### config.mk
export PLATFORM = sky130hd
export DESIGN_NAME = pc_sequencer
export DESIGN_NICKNAME = d
export VERILOG_FILES = /design/src/rtl/cpu_phase_pkg.sv /design/src/rtl/pc_sequencer.sv
export SDC_FILE = /design/constraint.sdc
export NUM_CORES = 1
export LEC_CHECK = 0
export CELL_PAD_IN_SITES_DETAIL_PLACEMENT = 1
export CELL_PAD_IN_SITES_GLOBAL_PLACEMENT = 1
export CORE_UTILIZATION = 32
export DETAILED_ROUTE_END_ITERATION = 8
export PLACE_DENSITY = 0.84
export SYNTH_ARGS = -nofsm -noshare
export SYNTH_HDL_FRONTEND = slang
export SYNTH_SLANG_ARGS = --single-unit
### constraint.sdc
create_clock -name clk -period 2.1 [get_ports clk]
set_clock_uncertainty 0.15 [all_clocks]
set_input_delay 0.315 -clock clk [delete_from_list [all_inputs] [get_ports clk]]
set_output_delay 0.315 -clock clk [all_outputs]
set_load 0.1 [all_outputs]
### src/rtl/cpu_phase_pkg.sv
// Phase encodings and sequencer state shared by the multi-cycle CPU control path.
// Instruction memory, decoder and writeback logic key off these constants.
package cpu_phase_pkg;

  localparam int PC_SIZE_DEFAULT = 5;

  localparam logic [1:0] PH_FETCH = 2'b00;
  localparam logic [1:0] PH_REGRD = 2'b01;
  localparam logic [1:0] PH_EXMEM = 2'b10;
  localparam logic [1:0] PH_WB    = 2'b11;

  typedef enum logic [2:0] {
    ST_FETCH  = 3'b000,
    ST_DECODE = 3'b001,
    ST_EXEC   = 3'b010,
    ST_WB     = 3'b011,
    ST_HALT   = 3'b100
  } seq_state_e;

  // HALT parks on the reg-read phase so memories see neither a fetch nor a writeback.
  function automatic logic [1:0] phase_of(input seq_state_e s);
    logic [1:0] ph;
    case (s)
      ST_FETCH:  ph = PH_FETCH;
      ST_DECODE: ph = PH_REGRD;
      ST_EXEC:   ph = PH_EXMEM;
      ST_WB:     ph = PH_WB;
      default:   ph = PH_REGRD;
    endcase
    return ph;
  endfunction

endpackage

### src/rtl/pc_sequencer.sv
// Program counter and four-phase sequencer for the multi-cycle CPU.
// Commits the next PC at writeback; supports stall, branch and a reset-only-exit halt.
module pc_sequencer
  import cpu_phase_pkg::*;
#(
  parameter int                 PC_SIZE  = PC_SIZE_DEFAULT,
  parameter logic [PC_SIZE-1:0] RESET_PC = '0
) (
  input  logic               clk,
  input  logic               reset,
  input  logic               stall,
  input  logic               branch_taken,
  input  logic [PC_SIZE-1:0] branch_target,
  input  logic               halt_req,
  output logic [1:0]         phase,
  output logic [PC_SIZE-1:0] pc,
  output logic [PC_SIZE-1:0] pc_plus_one,
  output logic               retire,
  output logic               halted
);

  seq_state_e         state_q, state_d;
  logic [PC_SIZE-1:0] pc_q, pc_d;
  logic [1:0]         phase_q, phase_d;
  logic               retire_q, retire_d;
  logic               halted_q, halted_d;
  logic               commit;

  assign commit = (state_q == ST_WB) && !stall;

  // State register: phase/halted/retire are registered alongside the FSM state.
  always_ff @(posedge clk) begin
    if (reset) begin
      state_q  <= ST_FETCH;
      pc_q     <= RESET_PC;
      phase_q  <= PH_FETCH;
      retire_q <= 1'b0;
      halted_q <= 1'b0;
    end else begin
      state_q  <= state_d;
      pc_q     <= pc_d;
      phase_q  <= phase_d;
      retire_q <= retire_d;
      halted_q <= halted_d;
    end
  end

  // Next state; HALT is absorbing and stall freezes everything else.
  always_comb begin
    state_d = state_q;
    pc_d    = pc_q;
    if (!stall) begin
      case (state_q)
        ST_FETCH:  state_d = ST_DECODE;
        ST_DECODE: state_d = ST_EXEC;
        ST_EXEC:   state_d = ST_WB;
        ST_WB:     state_d = halt_req ? ST_HALT : ST_FETCH;
        ST_HALT:   state_d = ST_HALT;
        default:   state_d = ST_FETCH;
      endcase
    end
    if (commit) begin
      pc_d = branch_taken ? branch_target : pc_plus_one;
    end
  end

  // Output decode from the upcoming state so the registered outputs line up with it.
  always_comb begin
    phase_d  = phase_of(state_d);
    halted_d = (state_d == ST_HALT);
    retire_d = commit;
  end

  assign pc_plus_one = pc_q + PC_SIZE'(1);
  assign phase       = phase_q;
  assign pc          = pc_q;
  assign retire      = retire_q;
  assign halted      = halted_q;

endmodule

* Word level (Yosys, flattened, before mapping)
Index checks and enable logic that the tools add are counted.
** Word-level totals
- Flip-flop bits (word level) :: 12
- Input port bits :: 10
- Output and inout port bits :: 14
- Logic and storage cells :: 22
** Operators by class
- Add/sub/neg operators :: 1
- Equality and inequality tests :: 7
- Mux-type cells :: 5
- Reduce and logical (&&, ||, !) cells :: 4
** Operators by type and width (count)
- $pmux W3 S5 :: 1
- $eq A3 B2 Y1 const B :: 4
- $eq A3 B3 Y1 const B :: 2
- $logic_not A3 Y1 :: 2
- $mux W3 :: 2
- $pmux W2 S3 :: 1
- $add A5 B1 Y5 const B :: 1
- $mux W5 :: 1
- $eq A3 B1 Y1 const B :: 1
- $logic_and A1 B1 Y1 :: 1
- $logic_not A1 Y1 :: 1

* Logic depth before layout (Yosys ltp)
Gate-level depths: netlist of run 1.
- Depth in word-level cells :: 5
- Depth in mapped cells :: 4
- Gate-level depth less buffers :: 4

* Worst setup path before layout of run 1
Ideal clock, no wire load.
- Path kind :: register -> register
- Start :: register pc_q[0], in the netlist pc[0]
- End :: register pc_q[4], in the netlist pc[4]
- Setup time :: 0.065 ns
- Arrival time :: 3.363 ns
- Data required time :: 1.885 ns
- Path slack :: -1.478 ns
- Cell stages (with the launch flop) :: 5
- Path buffers :: 0
- Clock period less this slack :: 3.578 ns
- Path through :: dfxtp_1 > ha_1 > nand3_1 > xnor2_1 > a211o_1
** On the way
- Word-level cells in the longest chain between the ends :: 2
** RTL lines
- from (decl) :: line pc_sequencer.sv:23 : logic [PC_SIZE-1:0] pc_q, pc_d;
- from (signal assigned) :: line pc_sequencer.sv:41 : pc_q <= pc_d;
- $add A5 B1 Y5 :: line pc_sequencer.sv:74 : assign pc_plus_one = pc_q + PC_SIZE'(1);
- named net pc_plus_one[4] :: line pc_sequencer.sv:17 : output logic [PC_SIZE-1:0] pc_plus_one,
- $mux W5 :: line pc_sequencer.sv:63 : pc_d = branch_taken ? branch_target : pc_plus_one;
The timed path passes the listed nets, and every way through them passes these cells.
A chain may end at the register's enable or synchronous reset.

* Final worst setup path of run 1
- Start :: register pc_q[0], in the netlist pc[0]
- End :: output pc_plus_one[4]
** On the way
- Word-level cells in the longest chain between the ends :: 1
** RTL lines (line)
- $add A5 B1 Y5 :: pc_sequencer.sv:74
- to (decl) :: pc_sequencer.sv:17
No other way between the ends.

==> impl_metrics.csv, run 1 <==
group,metric,value,unit
outcome,status,"completed",
global_routing,grt_antenna_before_repair,0,
global_routing,overflow,0,
routing,routed_wl,1610,um
global_routing,grtUsageMet3,7.06,%
synthesis,yosys-top-cells-count,"dfxtp_1 (12), nand2_1 (5), nor2_1 (4), nor3_1 (4), nor3b_1 (4)",
floorplanning,die_x,46.2,um
floorplanning,dieArea,2130,sq um
worst_setup_path,crit_type,"flop to output port",
synthesis,async_reset_ff_share,0,%
synthesis,syn-num-nets,78,
clock_tree,cts_tree,"yes",
finish,n_antenna_cell,0,
hold_path,holdCritPathClass,"flop to flop",
worst_setup_path,setup.worst_path.end_class,"output port",
worst_setup_path,cp_max_fo,6,
synthesis,ys_seq_area_share,38.5,%
worst_setup_path,cp-start-kind,"flop",
timing,tightestPinTransition,0.379,ns
clock_tree,cts_resized,0,
routing,vias_per_cell,5.03,
timing,setup-violations-final,0,
synthesis,yosysWarnings,0,
hold_path,min_from,"pc[0]$_SDFFE_PP0P_",
routing,drtAntennaViolNets,0,
finish,fin_nets,103,
timing,finalMaxSlewViolations,0,
timing,rsz0062_at_grt,"false",
global_routing,grt_use_met1,20.7,%
power,power.density,505,nW/um^2
place,dp_cells,112,
synthesis,synth_top_area_share,38.5,%
clock_tree,clk_latency,0.28,ns
worst_setup_path,reg2reg_slack,0.52,ns
clock_tree,htreeDepth,1,
global_routing,busiest_layer,"met2",
floorplanning,row_count,15,
clock_tree,clk_path_buf_depth,2,
floorplanning,start_util,35.0,%
synthesis,synth_edf_count,0,
power,vdd.ir_drop.worst,326,uV
clock_tree,cts_setup_buffers,0,
hold_path,whs_path_depth,2,
routing,drc_errors,0,
synthesis,synth_cells,67,
worst_setup_path,rr_worst_depth,3,
synthesis,ys_top_cells_by_area,"dfxtp_1 (38%), nor3b_1 (4.8%), nand4bb_4 (4.4%)",
finish,stdcell_count,116,
synthesis,synthDistinctLibCells,29,
hold_path,holdPathEnd,"pc[0]$_SDFFE_PP0P_",
place,port_buffers,23,
timing,finalCritPeriodShare,93.3,%
clock_tree,postCtsHoldBufs,0,
place,dp_hpwl,1260,um
worst_setup_path,arrival,1.49,ns
synthesis,yosysTopAreaCell,"dfxtp_1",
routing,drtPass1Iterations,1,
timing,worst_slack,0.142,ns
place,gp_congestion,0.732,
floorplanning,core_area,1780,sq um
flow_run,cap_violations,0,
synthesis,ys_seq_elements,12,
timing,slew_headroom,74.7,%
timing,period_needed,1.96,ns
place,dp_slack,0.268,ns
timing,fmax,511,MHz
worst_setup_path,r2r-start,"state_q[1]$_SDFF_PP0_",
timing,setup_tns,0,ns
clock_tree,root_buffer,"clkbuf_4",
routing,wl_per_cell,13.9,um
floorplanning,dieHeight,46.2,um
global_routing,globalRouteMet2Util,31.5,%
synthesis,ys.flop_type,"dfxtp_1",
floorplanning,ios,24,
global_routing,grt_pass1_wl,2660,um
synthesis,synth.most_common_cell,"dfxtp_1",
clock_tree,clkSinkCount,12,
routing,via_count,584,
power,leakagePower,0.000381,uW
worst_setup_path,crit_required,1.63,ns
synthesis,syn-cell-area,624,sq um
global_routing,grt_pass1_vias,549,
synthesis,syn_avg_cell_area,9.32,sq um
global_routing,grt_max_degree,11,
finish,fillCellCount,203,
clock_tree,path_clk_slew,0.08,ns
routing,drt_iter0_drc,0,
finish,synthToLayoutAreaGrowth,58.9,%
timing,hold_slack,0.387,ns
clock_tree,cts_buffers,3,
worst_setup_path,worstReg2RegEnd,"halted$_SDFF_PP0_",
global_routing,grtUsageTotal,19.0,%
finish,drive_above_1_share,34.1,%
timing,hold_viol,0,
[cell type report]
cell class | count | area (sq um) | area share (%)
clock inverter | 1 | 3.75 | 0.378
sequential | 12 | 255 | 25.7
timing repair buffer | 25 | 260 | 26.2
tap | 25 | 31.3 | 3.15
multi-input combinational | 49 | 415 | 41.9
clock buffer | 3 | 22.5 | 2.27
inverter | 1 | 3.75 | 0.378
[worst max path at each step]
stage / start / end / depth (start not counted)
2_1_floorplan: pc[0]$_SDFFE_PP0P_ / pc_plus_one[4] / 3
3_3_place_gp: stall / pc[4]$_SDFFE_PP0P_ / 4
3_5_place_dp: stall / halted$_SDFF_PP0_ / 4
4_1_cts: pc[0]$_SDFFE_PP0P_ / pc_plus_one[4] / 4
5_1_grt: pc[0]$_SDFFE_PP0P_ / pc_plus_one[4] / 4
6_report: pc[0]$_SDFFE_PP0P_ / pc_plus_one[4] / 4
[state kept, by name (all words and copies together) (netlist names)]
signal and cells:
retire 1, phase 2, halted 1, pc 5, state_q 3
[layer usage]
layer,up-vias,part of all wire (%)
met2,16,53
met4,0,2.1
met5,-,0
met1,276,41
li1,287,-
met3,5,4.5
[kinds of logic (layout without fill, tap and decap cells)]
family                     count (synthesis)  after routing  share of synthesized area, %
AOI/OAI and AO/OA                         15             15                          16.4
xor gates and xnor gates                   4              4                          5.61
adders and majority gates                  1              1                          2.00
buffers and inverters                      6             30                          6.01
DFF                                       12             12                          38.5
muxes                                      1              1                          1.60
and+or+nand+nor                           28             28                          29.9
[critical path, cell delays in order (launching register included)]
cell and delay [ns]:
dfxtp_4 0.39, ha_4 0.18, nand3_1 0.19, xnor2_4 0.24, buf_12 0.20
[cell usage in the layout, fill, tap and decap left out, types with 4 or more instances in the layout]
cell,synthesis,layout
buf_12,0,4
buf_4,2,12
clkdlybuf4s50_1,0,9
dfxtp_1,12,8
dfxtp_4,0,4
nand2_1,5,5
nor2_1,4,4
nor3_1,4,4
nor3b_1,4,4
[per-stage QoR]
| step | util, % | cell area [sq um] | total power (uW) |
|---|---|---|---|
| after floorplan | - | 708 | 320 |
| after global placement | 54.2 | 966 | 351 |
| after detailed placement | 54.2 | 966 | 353 |
| after CTS | 55.6 | 992 | 512 |
| after global routing | 55.6 | 992 | 531 |
| final | 55.6 | 992 | 501 |
[power breakdown]
group	switching, uW	internal, uW	total [uW]	leakage [uW]
logic	63.5	41.8	105	0.000265
clock network	84.5	69.0	154	0.0000154
registers	11.8	230	242	0.000101
No activity file was read; power rests on OpenSTA's default activity.
==> inputs of run 2 (changes only) <==
--- a/config.mk
+++ b/config.mk
@@ -7,9 +7,9 @@
 export LEC_CHECK = 0
 export CELL_PAD_IN_SITES_DETAIL_PLACEMENT = 1
 export CELL_PAD_IN_SITES_GLOBAL_PLACEMENT = 1
-export CORE_UTILIZATION = 32
+export CORE_UTILIZATION = 30
 export DETAILED_ROUTE_END_ITERATION = 8
-export PLACE_DENSITY = 0.84
+export PLACE_DENSITY = 0.79
 export SYNTH_ARGS = -nofsm -noshare
 export SYNTH_HDL_FRONTEND = slang
 export SYNTH_SLANG_ARGS = --single-unit
==> constraint.sdc (replaced) <==
create_clock -name clk -period 2.2 [get_ports clk]
set_clock_uncertainty 0.15 [all_clocks]
set_input_delay 0.33 -clock clk [delete_from_list [all_inputs] [get_ports clk]]
set_output_delay 0.33 -clock clk [all_outputs]
set_load 0.1 [all_outputs]
==> run 2 against run 1 <==
  * Total power rose by 1.9%
  * Flip-flop and latch count did not move
  * Critical path depth did not move
  * Non-clock buffer count did not move
  * Cell count rose by 1.7%
  * Critical endpoint unchanged
  * Global-route usage fell by 3.5 points
  * Critical path type unchanged
  * Highest routed layer unchanged
==> impl_metrics.csv, run 2 (same netlist as run 1, synthesis figures left out) <==
group,metric,value,unit
timing,tightestPinTransition,0.418,ns
timing,finalMaxSlewViolations,0,
clock_tree,cts_setup_buffers,0,
clock_tree,htreeDepth,1,
worst_setup_path,crit_type,"flop to output port",
outcome,status,"completed",
finish,drive_above_1_share,34.1,%
power,power,511,uW
hold_path,holdCritPathClass,"flop to flop",
finish,seq_area,250,sq um
finish,n_antenna_cell,0,
timing,rsz0062_at_grt,"false",
worst_setup_path,crit_chain,"ha_1 > nand3_1 > xnor2_4 > buf_12",
power,power.density,517,nW/um^2
floorplanning,start_util,31.8,%
timing,setup_tns,0,ns
timing,hold_viol,0,
floorplanning,dieArea,2270,sq um
floorplanning,die_x,47.6,um
routing,wl_per_cell,12.6,um
routing,routed_wl,1490,um
finish,fillCellCount,225,
finish,fin_nets,103,
global_routing,overflow,0,
clock_tree,cts_buffers,3,
global_routing,grt_antenna_before_repair,0,
global_routing,grt_pass1_vias,539,
flow_run,cap_violations,0,
finish,final_common_cell,"buf_4",
routing,drtPass1Iterations,1,
power,leakagePower,0.000390,uW
clock_tree,clk_latency,0.27,ns
global_routing,grt_max_degree,12,
clock_tree,path_clk_slew,0.08,ns
floorplanning,ios,24,
power,vdd.ir_drop.worst,304,uV
place,dp_hpwl,1170,um
routing,drtAntennaViolNets,0,
floorplanning,dieHeight,47.6,um
floorplanning,core_area,1960,sq um
worst_setup_path,cp-start-kind,"flop",
clock_tree,cts_resized,0,
routing,drt_iter0_drc,0,
timing,setup-violations-final,0,
timing,fmax,507,MHz
worst_setup_path,crit_required,1.72,ns
finish,design_area,987,sq um
global_routing,grt_pass1_wl,2390,um
place,port_buffers,23,
finish,synthToLayoutAreaGrowth,58.1,%
clock_tree,clkSinkCount,12,
worst_setup_path,setup.worst_path.end_class,"output port",
finish,post-route-util,50.3,%
worst_setup_path,arrival,1.49,ns
timing,slew_headroom,72.0,%
finish,final_cell_mix,"buf_4 (12), clkdlybuf4s50_1 (9), dfxtp_1 (8)",
worst_setup_path,critPathMaxStageDelay,0.38,ns
worst_setup_path,slowest_stage,"dfxtp_4",
global_routing,grtUsageTotal,15.6,%
place,gp_congestion,0.735,
finish,multiInputGateArea,403,sq um
timing,period_needed,1.97,ns
clock_tree,root_buffer,"clkbuf_4",
place,placed_area,951,sq um
clock_tree,postCtsHoldBufs,0,
clock_tree,clk_path_buf_depth,2,
finish,largest_reg_flops,5,
clock_tree,cts_tree,"yes",
routing,vias_per_cell,4.81,
routing,drc_errors,0,
routing,via_count,567,
worst_setup_path,cp_max_fo,6,
timing,finalCritPeriodShare,89.6,%
worst_setup_path,reg2reg_slack,0.67,ns
floorplanning,row_count,16,
## run 2: power breakdown
part           internal (uW)  leakage (uW)  switching, uW
logic                   38.2      0.000269           59.7
registers                222      0.000100           10.3
clock network            101     0.0000210           79.8
total                    361      0.000390            150
## run 2: layout make-up
cell class / instances / share of cell area (%)
clock buffers: 4 / 3.68
repair buffers: 25 / 26.4
inverters: 1 / 0.380
flip-flops and latches: 12 / 25.3
multi-input cells: 49 / 40.8
well taps: 27 / 3.42
## run 2: final timing paths
check	startpoint	to	cells after the start
max	pc[0]$_SDFFE_PP0P_	pc_plus_one[4]	4
min reg2reg	pc[0]$_SDFFE_PP0P_	pc[0]$_SDFFE_PP0P_	2
min	pc[0]$_SDFFE_PP0P_	pc[0]$_SDFFE_PP0P_	2
max reg2reg	state_q[1]$_SDFF_PP0_	halted$_SDFF_PP0_	3
## run 2: through the flow
| step | hold WS [ns] | instances | worst slack [ns] |
|---|---|---|---|
| 2_1_floorplan | 0.354 | 67 | -0.0502 |
| 3_3_place_gp | 0.354 | 114 | 0.255 |
| 3_5_place_dp | 0.369 | 114 | 0.238 |
| 4_1_cts | 0.385 | 118 | 0.206 |
| 5_1_grt | 0.396 | 118 | 0.183 |
| 6_report | 0.378 | 118 | 0.229 |
## run 2: critical path, delay by kind of cell, from the launching register on
family | cells | cell delay, ns
xor gates and xnor gates | 1 | 0.25
adders and majority gates | 1 | 0.19
buffers and inverters | 1 | 0.20
DFF | 1 | 0.38
and+or+nand+nor | 1 | 0.19
## run 2: metal layers
layer	vias up	part of all wire (%)	GRT usage, %	wire, um
li1	288	-	-	-
met2	14	52	26.8	782
met4	0	0.60	8.33	9
met3	2	4.6	2.26	68
met5	-	0	0	0
met1	263	42	18.6	631
==> inputs of run 3 (changes only) <==
--- a/config.mk
+++ b/config.mk
@@ -7,6 +7,7 @@
 export LEC_CHECK = 0
 export CELL_PAD_IN_SITES_DETAIL_PLACEMENT = 1
 export CELL_PAD_IN_SITES_GLOBAL_PLACEMENT = 1
+export CORE_MARGIN = 4
 export CORE_UTILIZATION = 30
 export DETAILED_ROUTE_END_ITERATION = 8
 export PLACE_DENSITY = 0.79
==> run 3 against run 2 <==
  * Largest power group unchanged
  * Critical path type unchanged
  * Combinational power barely moved
  * Global-route usage fell by 3.1 points
  * First-iteration DRC count rose by 2
==> impl_metrics.csv, run 3 (same netlist as run 1, synthesis figures left out) <==
group,metric,value,unit
place,placed_area,951,sq um
finish,multiInputGateArea,403,sq um
finish,seq_area,250,sq um
power,power,500,uW
global_routing,grt_max_degree,12,
floorplanning,ios,24,
finish,final_cell_mix,"buf_4 (12), clkdlybuf4s50_1 (9), dfxtp_1 (8)",
timing,tightestPinTransition,0.408,ns
clock_tree,postCtsHoldBufs,0,
global_routing,grtUsageTotal,12.4,%
timing,hold_slack,0.361,ns
finish,final_common_cell,"buf_4",
timing,fmax,513,MHz
routing,drtAntennaViolNets,0,
power,leakagePower,0.000390,uW
clock_tree,path_clk_slew,0.07,ns
timing,setup-violations-final,0,
timing,hold_viol,0,
power,power.density,506,nW/um^2
finish,fin_nets,103,
floorplanning,die_x,53.6,um
power,vdd.ir_drop.worst,325,uV
routing,wl_per_cell,12.9,um
global_routing,overflow,0,
routing,routed_wl,1530,um
routing,drtPass1Iterations,2,
clock_tree,root_buffer,"clkbuf_4",
worst_setup_path,reg2reg_slack,0.65,ns
hold_path,holdCritPathClass,"flop to flop",
routing,drc_errors,0,
timing,finalMaxSlewViolations,0,
timing,period_needed,1.95,ns
place,gp_congestion,0.766,
flow_run,cap_violations,0,
finish,drive_above_1_share,34.1,%
place,dp_hpwl,1260,um
worst_setup_path,cp_max_fo,6,
timing,slew_headroom,72.7,%
routing,drt_iter0_drc,2,
floorplanning,core_area,1960,sq um
finish,largest_reg_flops,5,
worst_setup_path,crit_type,"flop to output port",
timing,rsz0062_at_grt,"false",
routing,vias_per_cell,4.81,
timing,setup_tns,0,ns
floorplanning,dieHeight,53.6,um
outcome,status,"completed",
worst_setup_path,arrival,1.47,ns
clock_tree,htreeDepth,1,
clock_tree,clkSinkCount,12,
routing,via_count,568,
clock_tree,clk_latency,0.26,ns
finish,n_antenna_cell,0,
clock_tree,cts_setup_buffers,0,
clock_tree,cts_buffers,3,
clock_tree,cts_resized,0,
floorplanning,row_count,16,
worst_setup_path,cp-start-kind,"flop",
timing,finalCritPeriodShare,88.6,%
worst_setup_path,setup.worst_path.end_class,"output port",
global_routing,grt_pass1_vias,601,
global_routing,grt_pass1_wl,2590,um
place,port_buffers,23,
floorplanning,dieArea,2880,sq um
worst_setup_path,crit_required,1.72,ns
place,dp_cells,114,
clock_tree,cts_tree,"yes",
finish,stdcell_count,118,
finish,design_area,987,sq um
finish,fillCellCount,234,
finish,synthToLayoutAreaGrowth,58.1,%
floorplanning,start_util,31.8,%
global_routing,grt_antenna_before_repair,0,
clock_tree,clk_path_buf_depth,2,
run 3: cell counts in the layout (fill, tap and decap cells not counted):
Identical to the previous run, type by type.
run 3: per-layer routing:
layer,share of wire (%),global-route usage [%],vias up
li1,-,-,291
met1,41,13.6,261
met2,52,22.9,14
met3,6.0,2.77,2
met4,0.59,5.11,0
met5,0,0,-
run 3: worst paths after layout:
kind | cells past startpoint | end | startpoint
min | 2 | pc[0]$_SDFFE_PP0P_ | pc[0]$_SDFFE_PP0P_
max reg2reg | 3 | pc[3]$_SDFFE_PP0P_ | state_q[1]$_SDFF_PP0_
max | 4 | pc_plus_one[4] | pc[0]$_SDFFE_PP0P_
min reg2reg | 2 | pc[0]$_SDFFE_PP0P_ | pc[0]$_SDFFE_PP0P_
run 3: worst max-delay path, stage by stage, from the launching register on:
cell and delay [ns]:
dfxtp_4 0.38, ha_1 0.18, nand3_1 0.19, xnor2_4 0.25
buf_12 0.20
run 3: report_power, final:
part	internal [uW]	switching, uW
Clock	100	69.3
Combinational	38.2	59.8
Sequential	222	10.1
Total	361	139
run 3: stage by stage:
step	worst slack [ns]	util, %
floorplan	-0.0502	-
global placement	0.253	48.5
detailed placement	0.209	48.5
CTS	0.222	50.3
global route	0.161	50.3
finish	0.251	50.3
run 3: cell type report:
| class | instances | share of cell area [%] |
|---|---|---|
| repair buffers | 25 | 26.4 |
| well taps | 27 | 3.42 |
| clock buffers | 4 | 3.68 |
| multi-input cells | 49 | 40.8 |
| inverters | 1 | 0.380 |
| flip-flops and latches | 12 | 25.3 |
